--- src/rtl/led_blink_pkg.sv ---
`default_nettype none
// +----------------------------------------------------------------------+
// | Module : led_blink_pkg                                               |
// | Purpose: Shared types for the LED blink controller: the per-channel  |
// |          2-bit mode encoding.                                        |
// | Ports  : none (package)                                              |
// | Rev    : 1.0  initial release                                        |
// +----------------------------------------------------------------------+
package led_blink_pkg;

   // Raw 2-bit mode field as it appears on the mode_i bus.
   typedef logic [1:0] mode_t;

   typedef enum logic [1:0] {
      MODE_OFF   = 2'd0,
      MODE_ON    = 2'd1,
      MODE_BLINK = 2'd2,
      MODE_PULSE = 2'd3
   } mode_e;

endpackage : led_blink_pkg
`default_nettype wire

--- src/rtl/led_blink_ctrl_tick_gen.sv ---
`default_nettype none
// +----------------------------------------------------------------------+
// | Module : tick_gen                                                    |
// | Purpose: Divides the system clock by DIV = FREQ/TICK_HZ and emits a  |
// |          registered one-cycle tick once per DIV cycles.              |
// | Ports  : clk_i  - system clock                                       |
// |          rst_i  - asynchronous active-high reset                     |
// |          tick_o - high in the cycle where the count equals DIV-1     |
// | Rev    : 1.0  initial release                                        |
// +----------------------------------------------------------------------+
module tick_gen #(
   parameter int FREQ    = 50_000_000,
   parameter int TICK_HZ = 1000
) (
   input  logic clk_i,
   input  logic rst_i,
   output logic tick_o
);

   localparam int DIV   = FREQ / TICK_HZ;
   localparam int CNT_W = (DIV > 1) ? $clog2(DIV) : 1;
   localparam logic [CNT_W-1:0] LAST = CNT_W'(DIV - 1);

   if (DIV < 1) begin : g_div_check
      $error("tick_gen: FREQ/TICK_HZ must be at least 1");
   end

   logic [CNT_W-1:0] cnt_q, cnt_d;
   logic             tick_q, tick_d;

   // The tick is registered from the next count value, so tick_q is high
   // exactly while cnt_q == LAST. With DIV == 1 the count is pinned at 0
   // and the tick stays high from the first edge after reset.
   always_comb begin
      cnt_d  = (cnt_q == LAST) ? '0 : cnt_q + 1'b1;
      tick_d = (cnt_d == LAST);
   end

   always_ff @(posedge clk_i or posedge rst_i) begin
      if (rst_i) begin
         cnt_q  <= '0;
         tick_q <= 1'b0;
      end else begin
         cnt_q  <= cnt_d;
         tick_q <= tick_d;
      end
   end

   assign tick_o = tick_q;

endmodule : tick_gen
`default_nettype wire

--- src/rtl/led_blink_ctrl.sv ---
`default_nettype none
// +----------------------------------------------------------------------+
// | Module : led_blink_ctrl                                              |
// | Purpose: Multi-channel LED blink controller. A shared prescaler tick |
// |          clocks per-channel OFF / ON / BLINK / one-shot PULSE logic. |
// | Ports  : clk_i   - system clock                                      |
// |          rst_i   - asynchronous active-high reset                    |
// |          load_i  - per-channel config load strobe                    |
// |          mode_i  - per-channel mode, channel n at [2n+1:2n]          |
// |          half_i  - per-channel half-period in ticks                  |
// |          led_o   - registered LED drive                              |
// |          done_o  - one-cycle pulse when a PULSE completes            |
// |          tick_o  - prescaler tick, exported                          |
// | Rev    : 1.0  initial release                                        |
// +----------------------------------------------------------------------+
module led_blink_ctrl
   import led_blink_pkg::*;
#(
   parameter int FREQ     = 50_000_000,
   parameter int TICK_HZ  = 1000,
   parameter int CHANNELS = 4,
   parameter int PER_W    = 16
) (
   input  logic                      clk_i,
   input  logic                      rst_i,
   input  logic [CHANNELS-1:0]       load_i,
   input  logic [2*CHANNELS-1:0]     mode_i,
   input  logic [PER_W*CHANNELS-1:0] half_i,
   output logic [CHANNELS-1:0]       led_o,
   output logic [CHANNELS-1:0]       done_o,
   output logic                      tick_o
);

   if (CHANNELS < 1 || CHANNELS > 32) begin : g_chan_check
      $error("led_blink_ctrl: CHANNELS must be in 1..32");
   end

   tick_gen #(
      .FREQ    (FREQ),
      .TICK_HZ (TICK_HZ)
   ) u_tick_gen (
      .clk_i  (clk_i),
      .rst_i  (rst_i),
      .tick_o (tick_o)
   );

   for (genvar n = 0; n < CHANNELS; n++) begin : g_chan
      mode_e             mode_q, mode_d;
      logic [PER_W-1:0]  half_q, half_d;
      logic [PER_W-1:0]  cnt_q,  cnt_d;
      logic              led_q,  led_d;
      logic              done_q, done_d;
      mode_e             mode_in;
      logic [PER_W-1:0]  half_in;

      assign mode_in = mode_e'(mode_i[2*n +: 2]);
      assign half_in = half_i[PER_W*n +: PER_W];

      always_comb begin
         mode_d = mode_q;
         half_d = half_q;
         cnt_d  = cnt_q;
         led_d  = led_q;
         done_d = 1'b0;
         // A load takes priority over a coincident tick: the tick is simply
         // not counted and the channel starts from count 0.
         if (load_i[n]) begin
            mode_d = mode_in;
            half_d = (half_in == '0) ? PER_W'(1) : half_in;
            cnt_d  = '0;
            led_d  = (mode_in != MODE_OFF);
         end else if (tick_o && (mode_q == MODE_BLINK || mode_q == MODE_PULSE)) begin
            if (cnt_q == half_q - 1'b1) begin
               cnt_d = '0;
               if (mode_q == MODE_BLINK) begin
                  led_d = ~led_q;
               end else begin
                  // One-shot: drop to OFF so no retrigger without a new load.
                  led_d  = 1'b0;
                  done_d = 1'b1;
                  mode_d = MODE_OFF;
               end
            end else begin
               cnt_d = cnt_q + 1'b1;
            end
         end
      end

      always_ff @(posedge clk_i or posedge rst_i) begin
         if (rst_i) begin
            mode_q <= MODE_OFF;
            half_q <= PER_W'(1);
            cnt_q  <= '0;
            led_q  <= 1'b0;
            done_q <= 1'b0;
         end else begin
            mode_q <= mode_d;
            half_q <= half_d;
            cnt_q  <= cnt_d;
            led_q  <= led_d;
            done_q <= done_d;
         end
      end

      assign led_o[n]  = led_q;
      assign done_o[n] = done_q;
   end

endmodule : led_blink_ctrl
`default_nettype wire

--- config.mk ---
export PLATFORM = sky130hd
export DESIGN_NAME = led_blink_ctrl
export DESIGN_NICKNAME = d
export VERILOG_FILES = /design/src/rtl/led_blink_pkg.sv /design/src/rtl/led_blink_ctrl_tick_gen.sv /design/src/rtl/led_blink_ctrl.sv
export SDC_FILE = /design/constraint.sdc
export NUM_CORES = 1
export LEC_CHECK = 0
export CAP_MARGIN = 10
export CELL_PAD_IN_SITES_DETAIL_PLACEMENT = 0
export CELL_PAD_IN_SITES_GLOBAL_PLACEMENT = 2
export CORE_UTILIZATION = 37
export DETAILED_ROUTE_END_ITERATION = 7
export MAX_ROUTING_LAYER = met4
export PLACE_DENSITY_LB_ADDON = 0.1
export SYNTH_ARGS = -nofsm -noshare
export SYNTH_HDL_FRONTEND = slang
export SYNTH_HIERARCHICAL = 1
export SYNTH_SLANG_ARGS = --single-unit
--- constraint.sdc ---
create_clock -name clk_i -period 6.7 [get_ports clk_i]
set_clock_uncertainty 0.2 [all_clocks]
set_input_delay 1.34 -clock clk_i [delete_from_list [all_inputs] [get_ports clk_i]]
set_output_delay 1.34 -clock clk_i [all_outputs]
set_load 0.02 [all_outputs]
==> results of run 1 <==
routing by layer:
metal	track usage, %	part of all wire, %	up-vias
li1	-	-	4075
met1	27.9	51	3896
met2	29.1	45	130
met3	2.88	2.8	20
met4	4.84	0.96	0
met5	-	0	-
logic make-up (layout without fill, tap and decap cells):
logic type	after synthesis	count (layout)	share of synthesized area, %
AND/OR/NAND/NOR	487	487	25.8
AO/OA/AOI/OAI	171	171	11.6
flip-flops	161	161	40.6
XOR/XNOR	109	109	9.62
buffers and inverters	95	163	4.11
multiplexers	63	63	7.03
adder cells (fa/ha/maj)	10	10	1.24
worst max-delay path, delay by kind of cell:
family          cells  cell delay (ns)
buf+inv             2             1.27
compound gates      2             1.13
simple gates        1             0.11
layout make-up:
class / instances / share of cell area (%)
clock buffer: 22 / 4.17
clock inverter: 10 / 0.885
inverter: 35 / 1.18
multi-input combinational: 840 / 47.3
sequential: 161 / 34.8
tap: 335 / 3.61
timing repair buffer: 96 / 8.07
through the flow:
step / area (um2) / utilization [%] / total power, W / hold slack (ns)
after floorplan: 9930 / - / 0.00137 / 0.274
after global placement: 11000 / 42.0 / 0.00149 / 0.309
after detailed placement: 11000 / 42.0 / 0.00149 / 0.309
after CTS: 11600 / 44.3 / 0.00249 / 0.323
after global routing: 11600 / 44.3 / 0.00258 / 0.355
final: 11600 / 44.3 / 0.00245 / 0.323
flip-flops by register name, summed over array words and instances, names as in the netlist:
signal,flops
g_chan.cnt_q,64
g_chan.done_q,4
g_chan.half_q,64
g_chan.led_q,4
g_chan.mode_q,8
u_tick_gen/cnt_q,16
u_tick_gen/tick_o,1
power by group through the flow:
stage / Clock [W] / Sequential, W / Combinational, W
2_1_floorplan: 0 / 0.00110 / 0.000269
3_3_place_gp: 0 / 0.00114 / 0.000350
3_5_place_dp: 0 / 0.00114 / 0.000352
4_1_cts: 0.00101 / 0.00113 / 0.000354
5_1_grt: 0.00105 / 0.00114 / 0.000395
6_report: 0.000974 / 0.00113 / 0.000349
synth_stat cells, types with 4 or more instances:
cell                       count  share of area, %
sky130_fd_sc_hd__dfrtp_1     157                40
sky130_fd_sc_hd__nand2_1     122               4.6
sky130_fd_sc_hd__nor2_1       73               2.8
sky130_fd_sc_hd__nor3_1       64               3.2
sky130_fd_sc_hd__xnor2_1      59               5.2
sky130_fd_sc_hd__mux2_2       54               6.1
sky130_fd_sc_hd__nand3_1      52               2.6
sky130_fd_sc_hd__xor2_1       50               4.4
sky130_fd_sc_hd__nor4_1       43               2.7
sky130_fd_sc_hd__clkbuf_1     42               1.6
sky130_fd_sc_hd__o21ai_0      39               2.0
sky130_fd_sc_hd__inv_1        35               1.3
sky130_fd_sc_hd__a21oi_1      34               1.7
sky130_fd_sc_hd__a31oi_1      18               1.1
sky130_fd_sc_hd__nand4_1      18               1.1
sky130_fd_sc_hd__nor2b_1      16               1.0
sky130_fd_sc_hd__and3_1       13              0.82
sky130_fd_sc_hd__or2_2        13              0.82
sky130_fd_sc_hd__or3_1        12              0.76
sky130_fd_sc_hd__ha_1          9               1.1
sky130_fd_sc_hd__mux2i_1       9              0.91
sky130_fd_sc_hd__a22o_1        8              0.71
sky130_fd_sc_hd__buf_4         8              0.60
sky130_fd_sc_hd__nand3b_1      8              0.60
sky130_fd_sc_hd__or4_1         8              0.60
sky130_fd_sc_hd__a21o_1        6              0.45
sky130_fd_sc_hd__nand2b_1      6              0.38
sky130_fd_sc_hd__nor3b_1       6              0.45
sky130_fd_sc_hd__o31ai_1       6              0.45
sky130_fd_sc_hd__buf_2         5              0.25
sky130_fd_sc_hd__o211ai_1      5              0.38
sky130_fd_sc_hd__o311ai_0      5              0.44
sky130_fd_sc_hd__a211o_1       4              0.35
sky130_fd_sc_hd__a211oi_1      4              0.30
sky130_fd_sc_hd__a41oi_1       4              0.35
sky130_fd_sc_hd__dfstp_2       4               1.1
sky130_fd_sc_hd__nand4b_1      4              0.35
worst max-delay path by stage:
stage | startpoint | endpoint | slack [ns]
after CTS | load_i[3] | g_chan[3].cnt_q[6]$_DFFE_PP0P_ | 2.98
final | load_i[3] | g_chan[3].cnt_q[6]$_DFFE_PP0P_ | 2.95
after global placement | load_i[3] | g_chan[3].cnt_q[6]$_DFFE_PP0P_ | 2.55
after global routing | load_i[3] | g_chan[3].cnt_q[15]$_DFFE_PP0P_ | 2.75
after floorplan | rst_i | g_chan[0].cnt_q[0]$_DFFE_PP0P_ | 1.30
after detailed placement | load_i[3] | g_chan[3].cnt_q[12]$_DFFE_PP0P_ | 2.53
==> Implementation_results.wiki, run 1 <==
{| class="wikitable"
! Metric !! Value
|-
| Arrival time of data at the critical path endpoint || 3.86 ns
|-
| Nets in the synthesized netlist || roughly 1,200
|-
| Violations in the final reports || design-rule violations
|-
| Global routing usage summed across all routing layers || 19.6%
|-
| Dominant synthesized flop cell || sky130_fd_sc_hd__dfrtp_1
|-
| Result of the run || finished, violations left
|-
| Count of unresolved DRC violations after routing || 7
|-
| Commonest non-fill, non-tap cell in the layout || sky130_fd_sc_hd__dfrtp_1
|-
| Summed negative setup slack over all endpoints || 0 ns
|-
| Leakage power summed over all cells || ~4.5 nW
|-
| Number of cells in the design after placement || between 1,000 and 1,500
|-
| Starting Density || 37.9%
|-
| Antenna Diode Count || 0
|-
| Setup ws final || approximately 3.0 ns
|-
| Max-slew violation total from the final report || 0
|-
| Worst Hold Path Cells || 2
|-
| Type of destination of the critical path || flop
|-
| RR Startpoint || g_chan[2].half_q[1]$_DFFE_PP0P_
|-
| Antenna-violating nets left || 0
|-
| HPWL after detailed placement || about 18 mm
|-
| Number of filler cells placed in the layout || ~2,600
|-
| Unrepaired setup endpoints after global routing || false
|-
| Routed via count || about 8,000
|-
| Portion of the post-synthesis area used by sequential elements || slightly above 40%
|-
| Root cell of the clock tree || sky130_fd_sc_hd__clkbuf_16
|-
| Final non-filler cell total || about 1,500
|-
| Logic pwr share || 14.3%
|-
| Post-synthesis cell area || 0.00993 mm2
|-
| Post-layout minimum cycle time || between 3 and 4 ns
|-
| Max IR drop VDD || roughly 0.00017 V
|-
| Die extent in x || roughly 170 um
|-
| Number of top-level pins || 87
|-
| Net switching fraction of the power || about 28%
|-
| Critical Path Slowest Stage Cell || sky130_fd_sc_hd__clkdlybuf4s50_1
|-
| Fmax || 267 MHz
|-
| TritonCTS sink count || around 160
|-
| Number of hold-slack violations in the final timing report || 0
|-
| Switching power || a little under 0.0007 W
|-
| Portion of total power attributed to sequential cells || 45.9%
|-
| # rows || 59
|-
| DR vias/cell || 5.42
|-
| Worst-case headroom to the max-slew limit || between 30% and 40%
|-
| Portion of the clock cycle consumed by the worst path in the final layout || about 56%
|-
| Number of buffers added on ports || between 80 and 90
|-
| Post-cts hold buffer count || 0
|-
| Reg2reg end || g_chan[2].cnt_q[7]$_DFFE_PP0P_
|-
| Routed WL || ~25 mm
|-
| Number of synthesized register bits || about 160
|-
| Reported max-cap violation count || 0
|-
| CTS H-Tree Depth || 4
|-
| Synthesized netlist cell count || about 1,100
|-
| Clock tree from TritonCTS || done
|-
| Antenna violations before repair || 0
|-
| Hold Path Origin || g_chan[3].half_q[0]$_DFFE_PP1P_
|-
| Pint || ~0.0018 W
|-
| Count of yosys warnings during synthesis || 6
|-
| Top library cells by usage in the layout, fill and taps aside || sky130_fd_sc_hd__dfrtp_1 (157), sky130_fd_sc_hd__nand2_1 (122), sky130_fd_sc_hd__clkdlybuf4s50_1 (86)
|-
| Power per unit of standard cell area || roughly 210 mW/mm2
|-
| Number of DRC violations after detailed-routing iteration 0 || about 450
|-
| Setup Crit Path Kind || primary input to flop
|-
| Highest net fanout along the worst path || 23
|-
| Number of buffers added by the clock tree synthesis step || 17
|-
| Count of endpoints failing setup in the final report || 0
|-
| Setup slack of the worst register-to-register path || 3.15 ns
|-
| Mean cell area of the mapped netlist || around 9.1 um2
|-
| Y dimension of the die || approximately 170 um
|-
| Place WS || roughly 2.5 ns
|-
| GPL Wtd Cong || 0.809
|-
| Synth-to-layout area growth || 16.8%
|-
| First-pass GRT wire length || ~42 mm
|-
| Aggregate global routing overflow || 0
|-
| Transition time at the pin with the least slew margin || about 1.0 ns
|-
| Number of cells on the worst reg-to-reg path || 9
|-
| Count of cell types in the netlist || 82
|-
| Critical Path Source Type || primary input
|-
| Routed wirelength normalized by instance count || 16.6 um
|-
| Total Nets Final || approximately 1,200
|-
| Detailed-router iteration count before antenna repair || 7
|-
| Number of flops mapped to enable cells by yosys || 0
|-
| Share of synthesized registers carrying an async set or reset || 100%
|-
| Combined area of the multi-input logic cells || between 0.005 and 0.006 mm2
|-
| Class of the tightest hold or removal check || flop to flop
|-
| Total of cells resized after clock tree synthesis || 0
|-
| Required time of the critical path || between 6 and 7 ns
|-
| Area of the core region || 0.0262 mm2
|-
| DIE AREA || ~0.027 mm2
|-
| Worst-path clk slew || about 0.06 ns
|-
| Endpoint of the worst hold-timing path || g_chan[3].half_q[0]$_DFFE_PP1P_
|-
| Longest individual stage delay on the worst path || around 0.85 ns
|-
| Proportion of layout cells with a drive suffix above 1 || between 10% and 20%
|-
| Clock Power Share || between 30% and 40%
|-
| Insertion delay to the later sink of the worst-skew pair || between 0.4 and 0.5 ns
|-
| Post-CTS setup buffer count || 0
|-
| Maximum buffer depth of the clock tree || 2
|-
| Vias in the first global route || between 7,000 and 8,000
|-
| Worst path cell trace || clkdlybuf4s50_1 -> buf_4 -> a21oi_1 -> nor3_1 -> a221o_1
|-
| FF+latch area || ~0.0040 mm2
|-
| Maximum number of pins on one net before global-route repair || 85
|}
(Power assumes the default switching activity.)
==> run 2, diff against run 1 <==
--- a/config.mk
+++ b/config.mk
@@ -8,7 +8,7 @@
 export CAP_MARGIN = 10
 export CELL_PAD_IN_SITES_DETAIL_PLACEMENT = 0
 export CELL_PAD_IN_SITES_GLOBAL_PLACEMENT = 2
-export CORE_UTILIZATION = 37
+export CORE_UTILIZATION = 33
 export DETAILED_ROUTE_END_ITERATION = 7
 export MAX_ROUTING_LAYER = met4
 export PLACE_DENSITY_LB_ADDON = 0.1
==> constraint.sdc (replaced) <==
create_clock -name clk_i -period 3.39 [get_ports clk_i]
set_clock_uncertainty 0.2 [all_clocks]
set_input_delay 0.678 -clock clk_i [delete_from_list [all_inputs] [get_ports clk_i]]
set_output_delay 0.678 -clock clk_i [all_outputs]
set_load 0.02 [all_outputs]
==> run 2 against run 1 <==
Effect of this change:
- critical endpoint is now g_chan[3].mode_q[1]$_DFFE_PP0P_
- worst setup slack worse by 2.8 ns
- register-to-register slack got worse by 3.0 ns
- the flow now finishes without violations
- routed wire length increased by 4.5%
- combinational power rose by 120%
- via count up 0.55%
- power rose by 100%
- first-iteration DRC count is 24% lower
- hold slack got worse by 0.012 ns
- critical path depth grew 5
- non-clock buffer count rose by 34
- core utilization shrank 3.9 points
==> Implementation_results.wiki, run 2 (same netlist as run 1, synthesis figures left out) <==
{| class="wikitable"
! Metric !! Value
|-
| Aggregate global routing overflow || 0 (unchanged)
|-
| Total power of the final layout || 0.00492 W (was 0.00245 W)
|-
| Worst-case headroom to the max-slew limit || 42.8% (was 30.9%)
|-
| RR Startpoint || g_chan[3].half_q[1]$_DFFE_PP0P_ (was g_chan[2].half_q[1]$_DFFE_PP0P_)
|-
| DIE AREA || 0.0308 mm2 (was 0.0275 mm2)
|-
| First-pass GRT wire length || 43.2 mm (was 42.1 mm)
|-
| Max-slew violation total from the final report || 0 (unchanged)
|-
| Clock tree from TritonCTS || done (unchanged)
|-
| Antenna-violating nets left || 0 (unchanged)
|-
| Insertion delay to the later sink of the worst-skew pair || 0.44 ns (was 0.43 ns)
|-
| Highest net fanout along the worst path || 6 (was 23)
|-
| Routed via count || 8,166 (was 8,121)
|-
| Critical Path Source Type || flop (was primary input)
|-
| Proportion of layout cells with a drive suffix above 1 || 14.1% (was 11.3%)
|-
| Pint || 0.00359 W (was 0.00177 W)
|-
| Number of buffers added by the clock tree synthesis step || 17 (unchanged)
|-
| Portion of total power attributed to sequential cells || 45.0% (was 45.9%)
|-
| Routed WL || 25.9 mm (was 24.8 mm)
|-
| Number of DRC violations after detailed-routing iteration 0 || 345 (was 454)
|-
| Synth-to-layout area growth || 20.4% (was 16.8%)
|-
| Number of cells in the design after placement || 1,556 (was 1,467)
|-
| Area of the core region || 0.0296 mm2 (was 0.0262 mm2)
|-
| Post-cts hold buffer count || 0 (unchanged)
|-
| Worst setup path startpoint || g_chan[3].half_q[1]$_DFFE_PP0P_ (was load_i[3])
|-
| Total Nets Final || 1,272 (was 1,238)
|-
| Die extent in x || 175 um (was 166 um)
|-
| FF+latch area || 0.00403 mm2 (unchanged)
|-
| Transition time at the pin with the least slew margin || 0.855 ns (was 1.03 ns)
|-
| TritonCTS sink count || 161 (unchanged)
|-
| Highest routed layer || met4 (unchanged)
|-
| Max IR drop VDD || 0.000378 V (was 0.000173 V)
|-
| Count of unresolved DRC violations after routing || 0 (was 7)
|-
| Met3 WL || 829 um (was 687 um)
|-
| Maximum number of pins on one net before global-route repair || 34 (was 85)
|-
| Global routing usage summed across all routing layers || 18.3% (was 19.6%)
|-
| CTS H-Tree Depth || 4 (unchanged)
|-
| Final std cell area, no fill || 0.0119 mm2 (was 0.0116 mm2)
|-
| Detailed-router iteration count before antenna repair || 4 (was 7)
|-
| Final non-filler cell total || 1,585 (was 1,499)
|-
| Fmax || between 300 and 400 MHz
|-
| Post-CTS setup buffer count || 0 (unchanged)
|-
| Setup Crit Path Kind || flop to flop (was primary input to flop)
|-
| Leakage power summed over all cells || 4.67 nW (was 4.49 nW)
|-
| Registers with the most flip-flops || g_chan.cnt_q x64, g_chan.half_q x64, u_tick_gen/cnt_q x16 (unchanged)
|-
| Result of the run || complete, no violations (was finished, violations left)
|-
| Vias in the first global route || 8,033 (was 7,903)
|-
| Count of endpoints failing setup in the final report || 0 (unchanged)
|-
| DR vias/cell || 5.15 (was 5.42)
|-
| Post-Route Hold Slack || 0.311 ns (was 0.323 ns)
|-
| Routed wirelength normalized by instance count || 16.4 um (was 16.6 um)
|-
| Top library cells by usage in the layout, fill and taps aside || sky130_fd_sc_hd__dfrtp_1 (157), sky130_fd_sc_hd__nand2_1 (122), sky130_fd_sc_hd__clkdlybuf4s50_1 (86) (unchanged)
|-
| Commonest non-fill, non-tap cell in the layout || sky130_fd_sc_hd__dfrtp_1 (unchanged)
|-
| Summed negative setup slack over all endpoints || 0 ns (unchanged)
|-
| Switching power || 0.00132 W (was 0.000683 W)
|-
| Worst-path clk slew || 0.06 ns (about the same)
|-
| Post-layout minimum cycle time || between 3 and 4 ns
|-
| GPL Wtd Cong || 0.763 (was 0.809)
|-
| Type of destination of the critical path || flop (unchanged)
|-
| Net switching fraction of the power || 26.9% (was 27.9%)
|-
| Number of hold-slack violations in the final timing report || 0 (unchanged)
|-
| Power per unit of standard cell area || 411 mW/mm2 (was 211 mW/mm2)
|-
| Number of filler cells placed in the layout || 2,992 (was 2,558)
|-
| Antenna violations before repair || 0 (unchanged)
|-
| Placed Instance Area || 0.0113 mm2 (was 0.0110 mm2)
|-
| Root cell of the clock tree || sky130_fd_sc_hd__clkbuf_16 (unchanged)
|-
| Number of buffers added on ports || 86 (unchanged)
|-
| Required time of the critical path || 3.52 ns (was 6.81 ns)
|-
| Logic pwr share || 15.4% (was 14.3%)
|-
| Arrival time of data at the critical path endpoint || 3.34 ns (was 3.86 ns)
|-
| Class of the tightest hold or removal check || flop to flop (unchanged)
|-
| Reported max-cap violation count || 0 (unchanged)
|-
| Routed metal-1 wirelength || 13.4 mm (was 12.8 mm)
|-
| Met2 Wirelength || 11.5 mm (was 11.1 mm)
|-
| Starting Density || 33.5% (was 37.9%)
|-
| Maximum buffer depth of the clock tree || 2 (unchanged)
|-
| Combined area of the multi-input logic cells || 0.00552 mm2 (was 0.00549 mm2)
|-
| HPWL after detailed placement || 19.6 mm (was 17.8 mm)
|-
| Clock Power Share || 39.6% (was 39.8%)
|-
| Antenna Diode Count || 0 (unchanged)
|-
| Number of top-level pins || 87 (unchanged)
|-
| Portion of the clock cycle consumed by the worst path in the final layout || 94.7%
|-
| Y dimension of the die || 175 um (was 166 um)
|-
| # rows || 63 (was 59)
|-
| Hold Path Origin || u_tick_gen/cnt_q[13]$_DFF_PP0_ (was g_chan[3].half_q[0]$_DFFE_PP1P_)
|}
[run 2: changes by cell type in the layout (fill, tap and decap cells not counted), moves of 2 or more]
cell	change
sky130_fd_sc_hd__nor4_2	+2
sky130_fd_sc_hd__clkinv_4	-5
sky130_fd_sc_hd__clkinv_2	+3
sky130_fd_sc_hd__nor4_1	-2
sky130_fd_sc_hd__buf_4	+34
sky130_fd_sc_hd__inv_6	-2
[run 2: area by class of cell]
type                       count  share of cell area (%)
tap                          390                    4.08
multi-input combinational    840                    46.2
clock inverter                 6                   0.670
inverter                      35                    1.13
sequential                   161                    33.8
timing repair buffer         130                    9.97
clock buffer                  23                    4.17
[run 2: power groups by stage]
stage	Clock, W	Combinational, W	Sequential (W)
2_1_floorplan	0	0.000531	0.00217
3_3_place_gp	0	0.000756	0.00225
3_5_place_dp	0	0.000758	0.00225
4_1_cts	0.00201	0.000763	0.00221
5_1_grt	0.00210	0.000853	0.00224
6_report	0.00195	0.000759	0.00221
[run 2: final timing paths]
| kind | depth (start not counted) | to | slack (ns) |
|---|---|---|---|
| setup / recovery | 10 | g_chan[3].mode_q[1]$_DFFE_PP0P_ | 0.18 |
| hold / removal | 1 | u_tick_gen/cnt_q[13]$_DFF_PP0_ | 0.31 |
| setup reg to reg | 10 | g_chan[3].mode_q[1]$_DFFE_PP0P_ | 0.18 |
| hold reg to reg | 1 | u_tick_gen/cnt_q[13]$_DFF_PP0_ | 0.31 |
| max in group asynchronous | 3 | g_chan[2].half_q[0]$_DFFE_PP1P_ | 1.94 |
| min in group asynchronous | 2 | g_chan[1].cnt_q[3]$_DFFE_PP0P_ | 0.35 |
[run 2: routing by layer]
layer	GRT usage (%)	vias to the layer above
li1	-	4133
met1	25.5	3921
met2	27.0	100
met3	3.57	12
met4	4.60	0
met5	-	-
[run 2: worst max-delay path, cell delays in order (launching register included)]
cell and delay [ns]:
sky130_fd_sc_hd__dfrtp_1 0.38, sky130_fd_sc_hd__inv_1 0.07, sky130_fd_sc_hd__ha_1 0.16, sky130_fd_sc_hd__or4b_4 0.51, sky130_fd_sc_hd__or4_1 0.51, sky130_fd_sc_hd__o211ai_1 0.09, sky130_fd_sc_hd__nor2_1 0.09, sky130_fd_sc_hd__nor4b_2 0.33
sky130_fd_sc_hd__nand2_1 0.18, sky130_fd_sc_hd__or3_1 0.36, sky130_fd_sc_hd__a22o_1 0.20
[run 2: what timing repair did]
| item | 4_1_cts | 5_1_grt |
|---|---|---|
| endpoints found under the hold margin | 0 | 0 |
| gates cloned | 0 | 0 |
| setup endpoints to repair | 1 | 43 |
| resized for setup | 1 | 8 |
[run 2: through the flow]
| step | worst slack, ns | util (%) |
|---|---|---|
| final | 0.181 | 40.3 |
| after global routing | -0.0183 | 40.3 |
| after CTS | 0.0485 | 40.2 |
| after detailed placement | 0.0140 | 38.2 |
| after global placement | 0.0566 | 38.2 |
| after floorplan | 0.0721 | - |
==> run 3, diff against run 2 <==
--- a/config.mk
+++ b/config.mk
@@ -5,10 +5,13 @@
 export SDC_FILE = /design/constraint.sdc
 export NUM_CORES = 1
 export LEC_CHECK = 0
+export ABC_AREA = 1
 export CAP_MARGIN = 10
 export CELL_PAD_IN_SITES_DETAIL_PLACEMENT = 0
 export CELL_PAD_IN_SITES_GLOBAL_PLACEMENT = 2
-export CORE_UTILIZATION = 33
+export CORE_ASPECT_RATIO = 1.2
+export CORE_UTILIZATION = 31
+export CTS_BUF_LIST = sky130_fd_sc_hd__clkbuf_2 sky130_fd_sc_hd__clkbuf_4 sky130_fd_sc_hd__clkbuf_8
 export DETAILED_ROUTE_END_ITERATION = 7
 export MAX_ROUTING_LAYER = met4
 export PLACE_DENSITY_LB_ADDON = 0.1
==> run 3 against run 2 <==
Effect of this change:
- sequential power shrank 4%
- worst setup slack gained 0.56 ns
- core utilization shrank 3.6 points
- fmax grew 21%
- combinational power grew 6.2%
- area after synthesis grew 8.3%
- register-to-register slack gained 0.56 ns
- cell count grew 33%
- non-clock buffer count shrank 30
- critical endpoint is now g_chan[3].led_q$_DFFE_PP0P_
- largest power group unchanged
==> Implementation_results.wiki, run 3 <==
{| class="wikitable"
! Metric !! Value
|-
| Endpoint of the worst hold-timing path || g_chan[1].mode_q[0]$_DFFE_PP0P_ (was u_tick_gen/cnt_q[13]$_DFF_PP0_)
|-
| Power per unit of standard cell area || 359 mW/mm2 (was 411 mW/mm2)
|-
| First-pass GRT wire length || 49.6 mm (was 43.2 mm)
|-
| Number of buffers added by the clock tree synthesis step || 17 (unchanged)
|-
| Worst path most repeated cell || sky130_fd_sc_hd__nand2_1
|-
| Yosys top cell by area || sky130_fd_sc_hd__dfrtp_1 (unchanged)
|-
| Type of destination of the critical path || flop (unchanged)
|-
| Die extent in x || 172 um (was 175 um)
|-
| Count of yosys warnings during synthesis || 6 (unchanged)
|-
| Commonest non-fill, non-tap cell in the layout || sky130_fd_sc_hd__nand2_1 (was sky130_fd_sc_hd__dfrtp_1)
|-
| Total Nets Final || 1,723 (was 1,272)
|-
| Setup ws final || 0.739 ns (was 0.181 ns)
|-
| Setup Crit Path Kind || flop to flop (unchanged)
|-
| Number of top-level pins || 87 (unchanged)
|-
| Vias in the first global route || 9,702 (was 8,033)
|-
| Fmax || 377 MHz (was 312 MHz)
|-
| RR Startpoint || g_chan[3].half_q[0]$_DFFE_PP1P_ (was g_chan[3].half_q[1]$_DFFE_PP0P_)
|-
| Post-synthesis cell area || 0.0107 mm2 (was 0.00993 mm2)
|-
| Worst path cell trace || inv_2 -> ha_1 -> nand2_2 -> nor2_4 -> nand2_1 -> nand2_1 -> nand2_1 -> nand2_1 -> nor2_1 -> nand3_1 -> o21ai_2 -> nand2_1 -> nand2_1 -> nand2_1 (was inv_1 -> ha_1 -> or4b_4 -> or4_1 -> o211ai_1 -> nor2_1 -> nor4b_2 -> nand2_1 -> or3_1 -> a22o_1)
|-
| Setup slack of the worst register-to-register path || 0.74 ns (was 0.18 ns)
|-
| Routed via count || 9,694 (was 8,166)
|-
| Aggregate global routing overflow || 0 (unchanged)
|-
| Proportion of layout cells with a drive suffix above 1 || 7.22% (was 14.1%)
|-
| Number of flops mapped to enable cells by yosys || 0 (unchanged)
|-
| Reported max-cap violation count || 0 (unchanged)
|-
| Required time of the critical path || 3.57 ns (was 3.52 ns)
|-
| HPWL after detailed placement || 22.7 mm (was 19.6 mm)
|-
| Synthesized netlist cell count || 1,554 (was 1,096)
|-
| GPL Wtd Cong || 0.781 (was 0.763)
|-
| Worst-case headroom to the max-slew limit || 51.1% (was 42.8%)
|-
| Nets in the synthesized netlist || 1,641 (was 1,183)
|-
| Unrepaired setup endpoints after global routing || false
|-
| DR vias/cell || 4.61 (was 5.15)
|-
| Maximum buffer depth of the clock tree || 2 (unchanged)
|-
| Insertion delay to the later sink of the worst-skew pair || 0.48 ns (was 0.44 ns)
|-
| Clock tree from TritonCTS || done (unchanged)
|-
| Post-cts hold buffer count || 0 (unchanged)
|-
| Number of DRC violations after detailed-routing iteration 0 || 481 (was 345)
|-
| Max IR drop VDD || 0.000228 V (was 0.000378 V)
|-
| Global routing usage summed across all routing layers || 18.3% (about the same)
|-
| Critical Path Source Type || flop (unchanged)
|-
| Worst-path clk slew || 0.10 ns (was 0.06 ns)
|-
| Count of cell types in the netlist || 44 (was 82)
|-
| Result of the run || complete, no violations (unchanged)
|-
| Place WS || 0.420 ns (was 0.0140 ns)
|-
| Post-layout minimum cycle time || 2.65 ns (was 3.21 ns)
|-
| Mean cell area of the mapped netlist || 6.92 um2 (was 9.06 um2)
|-
| Maximum number of pins on one net before global-route repair || 78 (was 34)
|-
| Area of the core region || 0.0341 mm2 (was 0.0296 mm2)
|-
| Summed negative setup slack over all endpoints || 0 ns (unchanged)
|-
| Portion of the post-synthesis area used by sequential elements || 37.5% (was 40.6%)
|-
| CTS H-Tree Depth || 4 (unchanged)
|-
| Number of synthesized register bits || 161 (unchanged)
|-
| Share of synthesized registers carrying an async set or reset || 100% (unchanged)
|-
| Total of cells resized after clock tree synthesis || 0 (was 1)
|-
| Root cell of the clock tree || sky130_fd_sc_hd__clkbuf_8 (was sky130_fd_sc_hd__clkbuf_16)
|-
| Class of the tightest hold or removal check || flop to flop (unchanged)
|-
| Dominant synthesized flop cell || sky130_fd_sc_hd__dfrtp_1 (unchanged)
|-
| Max-slew violation total from the final report || 0 (unchanged)
|-
| Post-CTS setup buffer count || 0 (unchanged)
|-
| Number of cells on the worst reg-to-reg path || 14 (was 10)
|-
| Final std cell area, no fill || 0.0125 mm2 (was 0.0119 mm2)
|-
| Count of unresolved DRC violations after routing || 0 (unchanged)
|-
| Highest net fanout along the worst path || 13 (was 6)
|-
| Count of endpoints failing setup in the final report || 0 (unchanged)
|-
| Routed wirelength normalized by instance count || 14.0 um (was 16.4 um)
|-
| Routed WL || 29.6 mm (was 25.9 mm)
|-
| Placed Instance Area || 0.0121 mm2 (was 0.0113 mm2)
|-
| Arrival time of data at the critical path endpoint || 2.83 ns (was 3.34 ns)
|-
| Transition time at the pin with the least slew margin || 0.733 ns (was 0.855 ns)
|-
| Detailed-router iteration count before antenna repair || 5 (was 4)
|-
| Antenna-violating nets left || 0 (unchanged)
|-
| Final core occ || 36.7% (was 40.3%)
|-
| Portion of the clock cycle consumed by the worst path in the final layout || 78.2% (was 94.7%)
|-
| Area contributors post-synth || sky130_fd_sc_hd__dfrtp_1 (37%), sky130_fd_sc_hd__nand2_1 (18%), sky130_fd_sc_hd__nor2_1 (6.7%) (was sky130_fd_sc_hd__dfrtp_1 (40%), sky130_fd_sc_hd__mux2_2 (6.1%), sky130_fd_sc_hd__xnor2_1 (5.2%))
|-
| Y dimension of the die || 206 um (was 175 um)
|-
| Critical Path Slowest Stage Cell || sky130_fd_sc_hd__dfstp_2 (was sky130_fd_sc_hd__or4b_4)
|-
| Area share of the largest cell type after synthesis || 36.6% (was 39.6%)
|-
| Top cell types by occurrence after synthesis || sky130_fd_sc_hd__nand2_1 (514), sky130_fd_sc_hd__nor2_1 (192), sky130_fd_sc_hd__inv_1 (168) (was sky130_fd_sc_hd__dfrtp_1 (157), sky130_fd_sc_hd__nand2_1 (122), sky130_fd_sc_hd__nor2_1 (73))
|-
| Longest individual stage delay on the worst path || 0.57 ns (was 0.51 ns)
|-
| Leakage power summed over all cells || 5.92 nW (was 4.67 nW)
|-
| DIE AREA || 0.0354 mm2 (was 0.0308 mm2)
|-
| Reg2reg end || g_chan[3].led_q$_DFFE_PP0P_ (was g_chan[3].mode_q[1]$_DFFE_PP0P_)
|-
| Most repeated cell in the gate-level netlist after synthesis || sky130_fd_sc_hd__nand2_1 (was sky130_fd_sc_hd__dfrtp_1)
|-
| Antenna violations before repair || 1 (was 0)
|-
| Worst Hold Path Cells || 2 (was 1)
|-
| Top library cells by usage in the layout, fill and taps aside || sky130_fd_sc_hd__nand2_1 (514), sky130_fd_sc_hd__nor2_1 (192), sky130_fd_sc_hd__inv_1 (167) (was sky130_fd_sc_hd__dfrtp_1 (157), sky130_fd_sc_hd__nand2_1 (122), sky130_fd_sc_hd__clkdlybuf4s50_1 (86))
|-
| Number of hold-slack violations in the final timing report || 0 (unchanged)
|-
| TritonCTS sink count || 161 (unchanged)
|-
| Registers with the most flip-flops || g_chan.cnt_q x64, g_chan.half_q x64, u_tick_gen/cnt_q x16 (unchanged)
|-
| Antenna Diode Count || 0 (unchanged)
|-
| # rows || 74 (was 63)
|-
| Starting Density || 31.5% (was 33.5%)
|-
| Hold Path Origin || g_chan[1].mode_q[0]$_DFFE_PP0P_ (was u_tick_gen/cnt_q[13]$_DFF_PP0_)
|-
| Number of buffers added on ports || 86 (unchanged)
|-
| Synth-to-layout area growth || 16.4% (was 20.4%)
|}
[run 3: through the flow]
step	power (W)	hold WS (ns)	std cells
2_1_floorplan	0.00270	0.242	1554
3_3_place_gp	0.00299	0.265	2073
3_5_place_dp	0.00300	0.262	2073
4_1_cts	0.00460	0.290	2105
5_1_grt	0.00478	0.317	2105
6_report	0.00449	0.280	2105
[run 3: layout make-up]
type | count | area (um2)
clock buffers | 20 | 275
clock inverters | 12 | 146
fillers | 3763 | 21600
inverters | 179 | 676
multi-input cells | 1177 | 5820
flip-flops and latches | 161 | 4030
well taps | 456 | 571
repair buffers | 100 | 991
[run 3: where the power goes]
part	internal, W	leakage (nW)	switching [W]
combinational	0.000325	3.63	0.000481
clock	0.000730	0.205	0.000818
sequential	0.00202	2.08	0.000114
total	0.00307	5.92	0.00141
[run 3: worst max-delay path by stage]
stage                     slack (ns)  cells past startpoint                               to                             from
final                           0.74                     14      g_chan[3].led_q$_DFFE_PP0P_  g_chan[3].half_q[0]$_DFFE_PP1P_
after global routing            0.45                     13   g_chan[0].cnt_q[7]$_DFFE_PP0P_  g_chan[0].half_q[0]$_DFFE_PP1P_
after CTS                       0.71                     14      g_chan[3].led_q$_DFFE_PP0P_  g_chan[3].half_q[0]$_DFFE_PP1P_
after detailed placement        0.42                      6  g_chan[2].cnt_q[14]$_DFFE_PP0P_                        load_i[2]
after global placement          0.37                      6  g_chan[2].cnt_q[14]$_DFFE_PP0P_                        load_i[2]
after floorplan                 0.71                      1   g_chan[0].cnt_q[0]$_DFFE_PP0P_                            rst_i
[run 3: worst max-delay path, delay by kind of cell, from the launching register on]
kind                       cells  cell delay, ns
DFF                            1            0.57
and+or+nand+nor               11            0.94
AOI/OAI and AO/OA              1            0.54
adders and majority gates      1            0.23
buffers and inverters          1            0.06
[run 3: per-layer routing]
layer	track usage, %	vias to the layer above	part of all wire [%]
met2	31.3	85	49
li1	-	5085	-
met3	2.43	18	1.8
met4	3.73	0	0.91
met5	-	-	0
met1	22.9	4506	48
[run 3: cells by family after synthesis]
logic type                 share of synthesized area, %
xor gates and xnor gates                           7.74
buffers and inverters                              8.35
adders and majority gates                          1.05
AOI/OAI and AO/OA                                  6.05
DFF                                                37.5
and+or+nand+nor                                    39.3
